### config.mk
export PLATFORM = sky130hd
export DESIGN_NAME = nibble_serial_adder
export DESIGN_NICKNAME = d
export VERILOG_FILES = /design/src/rtl/nibble_serial_adder.sv
export SDC_FILE = /design/constraint.sdc
export NUM_CORES = 1
export LEC_CHECK = 0
export CORE_MARGIN = 4
export CORE_UTILIZATION = 25
export CTS_CLUSTER_DIAMETER = 80
export CTS_CLUSTER_SIZE = 12
export DETAILED_ROUTE_END_ITERATION = 6
export HOLD_SLACK_MARGIN = 0.12
export PLACE_DENSITY = 0.43
export SLEW_MARGIN = 20
export SYNTH_ARGS = -nofsm -noshare
export SYNTH_HDL_FRONTEND = slang
export SYNTH_SLANG_ARGS = --single-unit
### constraint.sdc
create_clock -name clk -period 3.2 [get_ports clk]
set_clock_uncertainty 0.15 [all_clocks]
set_input_delay 0.64 -clock clk [delete_from_list [all_inputs] [get_ports clk]]
set_output_delay 0.64 -clock clk [all_outputs]
set_load 0.05 [all_outputs]
### src/rtl/nibble_serial_adder.sv
// Serial WIDTH-bit adder: one 4-bit ripple adder stepped over the operand nibbles with a registered carry.
// Optional signed-overflow output is built when NSA_OVF_EN is defined.

module full_4bit_adder (
  input  logic [3:0] a,
  input  logic [3:0] b,
  input  logic       cin,
  output logic [3:0] sum,
  output logic       cout
);
  logic c;

  always_comb begin
    c   = cin;
    sum = '0;
    for (int i = 0; i < 4; i++) begin
      sum[i] = a[i] ^ b[i] ^ c;
      c      = (a[i] & b[i]) | (c & (a[i] ^ b[i]));
    end
    cout = c;
  end
endmodule

module nibble_serial_adder #(
  parameter int WIDTH = 16
) (
  input  logic             clk,
  input  logic             rst_n,
  input  logic             in_valid,
  output logic             in_ready,
  input  logic [WIDTH-1:0] a,
  input  logic [WIDTH-1:0] b,
  input  logic             cin,
  output logic             out_valid,
  input  logic             out_ready,
  output logic [WIDTH-1:0] sum,
`ifdef NSA_OVF_EN
  output logic             ovf,
`endif
  output logic             cout
);
  localparam int NIB = WIDTH / 4;
  localparam int IW  = (NIB > 1) ? $clog2(NIB) : 1;

  // Handshake: a transfer happens on a rising edge where valid and ready are both 1;
  // valid never drops without ready, and the DUT never overlaps accept with result.
  typedef enum logic [1:0] {S_IDLE, S_RUN, S_DONE} state_t;

  state_t           state_q, state_d;
  logic [IW-1:0]    idx_q, idx_d;
  logic             carry_q, carry_d;
  logic [WIDTH-1:0] a_q, a_d, b_q, b_d, sum_q, sum_d;
  logic             cout_q, cout_d;
  logic             ovf_q, ovf_d;

  logic [3:0] add_a, add_b, add_sum;
  logic       add_cout;
  logic       last_step;

  assign add_a     = a_q[{idx_q, 2'b00} +: 4];
  assign add_b     = b_q[{idx_q, 2'b00} +: 4];
  assign last_step = (idx_q == IW'(NIB - 1));

  full_4bit_adder u_add (
    .a    (add_a),
    .b    (add_b),
    .cin  (carry_q),
    .sum  (add_sum),
    .cout (add_cout)
  );

  always_comb begin
    state_d = state_q;
    idx_d   = idx_q;
    carry_d = carry_q;
    a_d     = a_q;
    b_d     = b_q;
    sum_d   = sum_q;
    cout_d  = cout_q;
    ovf_d   = ovf_q;
    case (state_q)
      S_IDLE: begin
        if (in_valid) begin
          a_d     = a;
          b_d     = b;
          carry_d = cin;
          idx_d   = '0;
          state_d = S_RUN;
        end
      end
      S_RUN: begin
        sum_d[{idx_q, 2'b00} +: 4] = add_sum;
        carry_d = add_cout;
        if (last_step) begin
          idx_d   = '0;
          cout_d  = add_cout;
          // Top bit of the final nibble is the sign of the result.
          ovf_d   = (a_q[WIDTH-1] == b_q[WIDTH-1]) && (add_sum[3] != a_q[WIDTH-1]);
          state_d = S_DONE;
        end else begin
          idx_d = idx_q + IW'(1);
        end
      end
      S_DONE: begin
        if (out_ready) begin
          ovf_d   = 1'b0;
          state_d = S_IDLE;
        end
      end
      default: state_d = S_IDLE;
    endcase
  end

  always_ff @(posedge clk or negedge rst_n) begin
    if (!rst_n) begin
      state_q <= S_IDLE;
      idx_q   <= '0;
      carry_q <= 1'b0;
      a_q     <= '0;
      b_q     <= '0;
      sum_q   <= '0;
      cout_q  <= 1'b0;
      ovf_q   <= 1'b0;
    end else begin
      state_q <= state_d;
      idx_q   <= idx_d;
      carry_q <= carry_d;
      a_q     <= a_d;
      b_q     <= b_d;
      sum_q   <= sum_d;
      cout_q  <= cout_d;
      ovf_q   <= ovf_d;
    end
  end

  assign in_ready  = (state_q == S_IDLE);
  assign out_valid = (state_q == S_DONE);
  assign sum       = sum_q;
  assign cout      = cout_q;
`ifdef NSA_OVF_EN
  assign ovf       = ovf_q;
`else
  logic unused_ovf;
  assign unused_ovf = ovf_q;
`endif
endmodule

==> flow_summary.ini <==
[cells_and_area]
n_fill_cell = 1036
fin_cells = 386
area_growth_pct = 30.9
seq_area_um2 = 1350
multi_input_area_um2 = 1110
drive_above_1_share_pct = 24.1
nNetsFinal = 299
antenna_cells = 0
stdcell_area_um2 = 3380

[placed_design]
place_congestion = 0.712
place_area_um2 = 3280
dp.cells = 376
dp_hpwl_um = 4400
place_ws_ps = 145
port-buffer-count = 55

[sta]
slew-limit-headroom_pct = 53.6
fin_crit_sh_pct = 91.6
setup_slack_ps = 268
finalSetupTns_ps = 0
worst_pin_slew_ps = 696
final_max_slew_viol_count = 0
fmax_ghz = 0.341
final-setup-viol-count = 0
final-hold-violation-count = 0
rsz0062_at_grt = no
post-route-min-period_ps = 2930

[setup_path]
reg2reg_slack_ps = 270
reg2reg_to = sum[7]$_DFFE_PN0P_
cp-start-kind = register
crit_type = reg -> reg
cp-end-kind = register
path_max_fanout = 5
required_ps = 3280
r2r_cells = 11
critPathArrivalTime_ps = 3010
timing.rr.start = idx_q[0]$_DFFE_PN0P_

[logic_synthesis]
postSynthNetCount = 238
postSynthCellCount = 191
synth_top_family_by_area = multiplexers
synthTopCellsByArea = dfrtp_1, mux2_2, mux4_2, fa_1, nand2_1
ys_types = 33
ys_ff_latch = 54
synth_top_area_share_pct = 52.3
synth_compound_area_share_pct = 6.01
synth_xor_area_share_pct = 0
yosys_warnings = 0
synth_top_cell_by_area = dfrtp_1
synthSimpleGateAreaFrac_pct = 9.40
seq_area_frac_synth_pct = 52.3
muxShareOfSynthArea_pct = 21.5
avgSynthCellArea_um2 = 13.5
syn_area_um2 = 2580
synthAdderAreaFrac_pct = 6.01

[die]
rows = 36
die_area_um2 = 12000
die-width_um = 110
initial_utilization_pct = 26.1
core_area_um2 = 9910
die_h_um = 110
io_pins = 56

[global_route]
grt_pass1_wl_um = 9590
grt-busiest-layer = met2
grt_use_total_pct = 10.4
grt_util_met1_pct = 14.4
use_met3_pct = 2.47
grt_pass1_vias = 1763
grt_max_degree = 35
overflow = 0
antenna_found_initial = 0
globalRouteMet2Util_pct = 16.6

[cts]
clock_path_buffers = 2
clock_latency_ps = 300
tritoncts = yes
path_clk_slew_ps = 100
clockRootBuffer = clkbuf_8
cts_sinks = 54
cts_buffers = 5
h-tree-depth = 2

[outcome]
status = finished clean

[routing]
wl_per_cell_um = 15.2
ant_nets = 0
dr_total_vias = 1657
first_pass_iters = 4
drc = 0
drtIter0Drc = 15
wl_um = 5850
viasPerCell = 4.29

[power_and_ir_drop]
ir_worst_vdd_mv = 0.375
p_leak_nw = 1.41
p_per_area_nw_per_um2 = 1080

[hold_path]
hp-class = in -> async

[run]
max_cap_violations = 0
[registers in the layout (all words and copies together), names as in the netlist]
name	cells
state_q	2
sum	16
cout	1
a_q	16
b_q	16
idx_q	2
carry_q	1
[power by group]
group | total, mW | internal [mW] | leakage (nW) | switching [mW]
sequential | 1.21 | 0.991 | 0.668 | 0.216
combinational | 2.06 | 0.933 | 0.700 | 1.12
clock | 0.386 | 0.155 | 0.0452 | 0.230
total | 3.65 | 2.08 | 1.41 | 1.57
[layout by cell type (no fill, tap or decap), drive strengths merged]
| cell type | instances |
|---|---|
| o31ai | 8 |
| nand2 | 21 |
| mux2 | 33 |
| dfrtp | 54 |
| o21ai | 8 |
| nor2 | 2 |
| clkbuf | 6 |
| inv | 13 |
| ha | 6 |
| nor3 | 1 |
| nor3b | 3 |
| a22oi | 1 |
| or3 | 1 |
| a21oi | 1 |
| clkinv | 2 |
| nand2b | 3 |
| nand3b | 4 |
| o41ai | 1 |
| nand3 | 3 |
| clkdlybuf4s50 | 54 |
| nor4bb | 1 |
| mux4 | 8 |
| and2b | 2 |
| o21bai | 1 |
| fa | 4 |
| buf | 9 |
| a22o | 3 |
[metrics by stage]
step                      hold WS, ps  power, mW  utilization (%)
after floorplan                   194       2.66                -
final                             223       3.65             34.1
after detailed placement          320       3.32             33.1
after global placement            320       3.30             33.1
after global routing              275       3.96             34.1
after CTS                         247       3.72             34.0
[metal layers]
metal	up-vias	share of wire (%)	routed length [µm]
met5	-	0	0
met3	2	5.0	290
met4	0	0.51	30
li1	788	-	-
met1	829	46	2660
met2	38	49	2870
[layout make-up]
type	instances	share of cell area, %
clock buffers	6	2.15
clock inverters	2	0.407
inverters	13	1.44
multi-input cells	115	32.8
flip-flops and latches	54	40.0
well taps	133	4.92
repair buffers	63	18.3
[kinds of logic (layout without fill, tap and decap cells)]
logic type | Yosys count | after routing
flops | 54 | 54
mux | 41 | 41
simple gates | 41 | 41
compound gates | 23 | 23
buf+inv | 22 | 84
fa+ha+maj | 10 | 10
[timing repair]
item,in CTS,in global routing
endpoints found under the setup margin,0,4
setup buffers,0,2
hold buffers,0,0
gates resized for setup,0,1
[worst max path at each step]
stage | from | end | depth (start not counted)
floorplan | idx_q[0]$_DFFE_PN0P_ | sum[15]$_DFFE_PN0P_ | 11
global placement | idx_q[0]$_DFFE_PN0P_ | sum[7]$_DFFE_PN0P_ | 11
detailed placement | idx_q[0]$_DFFE_PN0P_ | sum[7]$_DFFE_PN0P_ | 11
CTS | idx_q[0]$_DFFE_PN0P_ | sum[7]$_DFFE_PN0P_ | 11
global route | idx_q[0]$_DFFE_PN0P_ | sum[7]$_DFFE_PN0P_ | 11
finish | idx_q[0]$_DFFE_PN0P_ | sum[7]$_DFFE_PN0P_ | 11
[critical path, stage by stage (launching register included)]
cell	delay, ps
dfrtp_2	450
mux4_2	500
inv_1	100
fa_1	170
inv_1	50
fa_1	360
inv_1	80
fa_1	160
inv_1	50
fa_1	570
nand3_1	90
o21ai_0	150
[synthesized netlist by cell type]
library cell / n
a21oi_1: 1
a22o_1: 3
a22oi_1: 1
and2b_1: 1
and2b_2: 1
buf_2: 2
buf_4: 2
buf_6: 4
clkbuf_1: 1
dfrtp_1: 54
fa_1: 4
ha_1: 6
inv_1: 13
mux2_1: 2
mux2_2: 30
mux2_4: 1
mux4_2: 8
nand2_1: 21
nand2b_1: 3
nand3_1: 3
nand3b_1: 2
nand3b_2: 1
nand3b_4: 1
nor2_1: 2
nor3_2: 1
nor3b_1: 2
nor3b_4: 1
nor4bb_1: 1
o21ai_0: 8
o21bai_1: 1
o31ai_1: 8
o41ai_1: 1
or3_1: 1
Power figures use the tool's default switching activity.
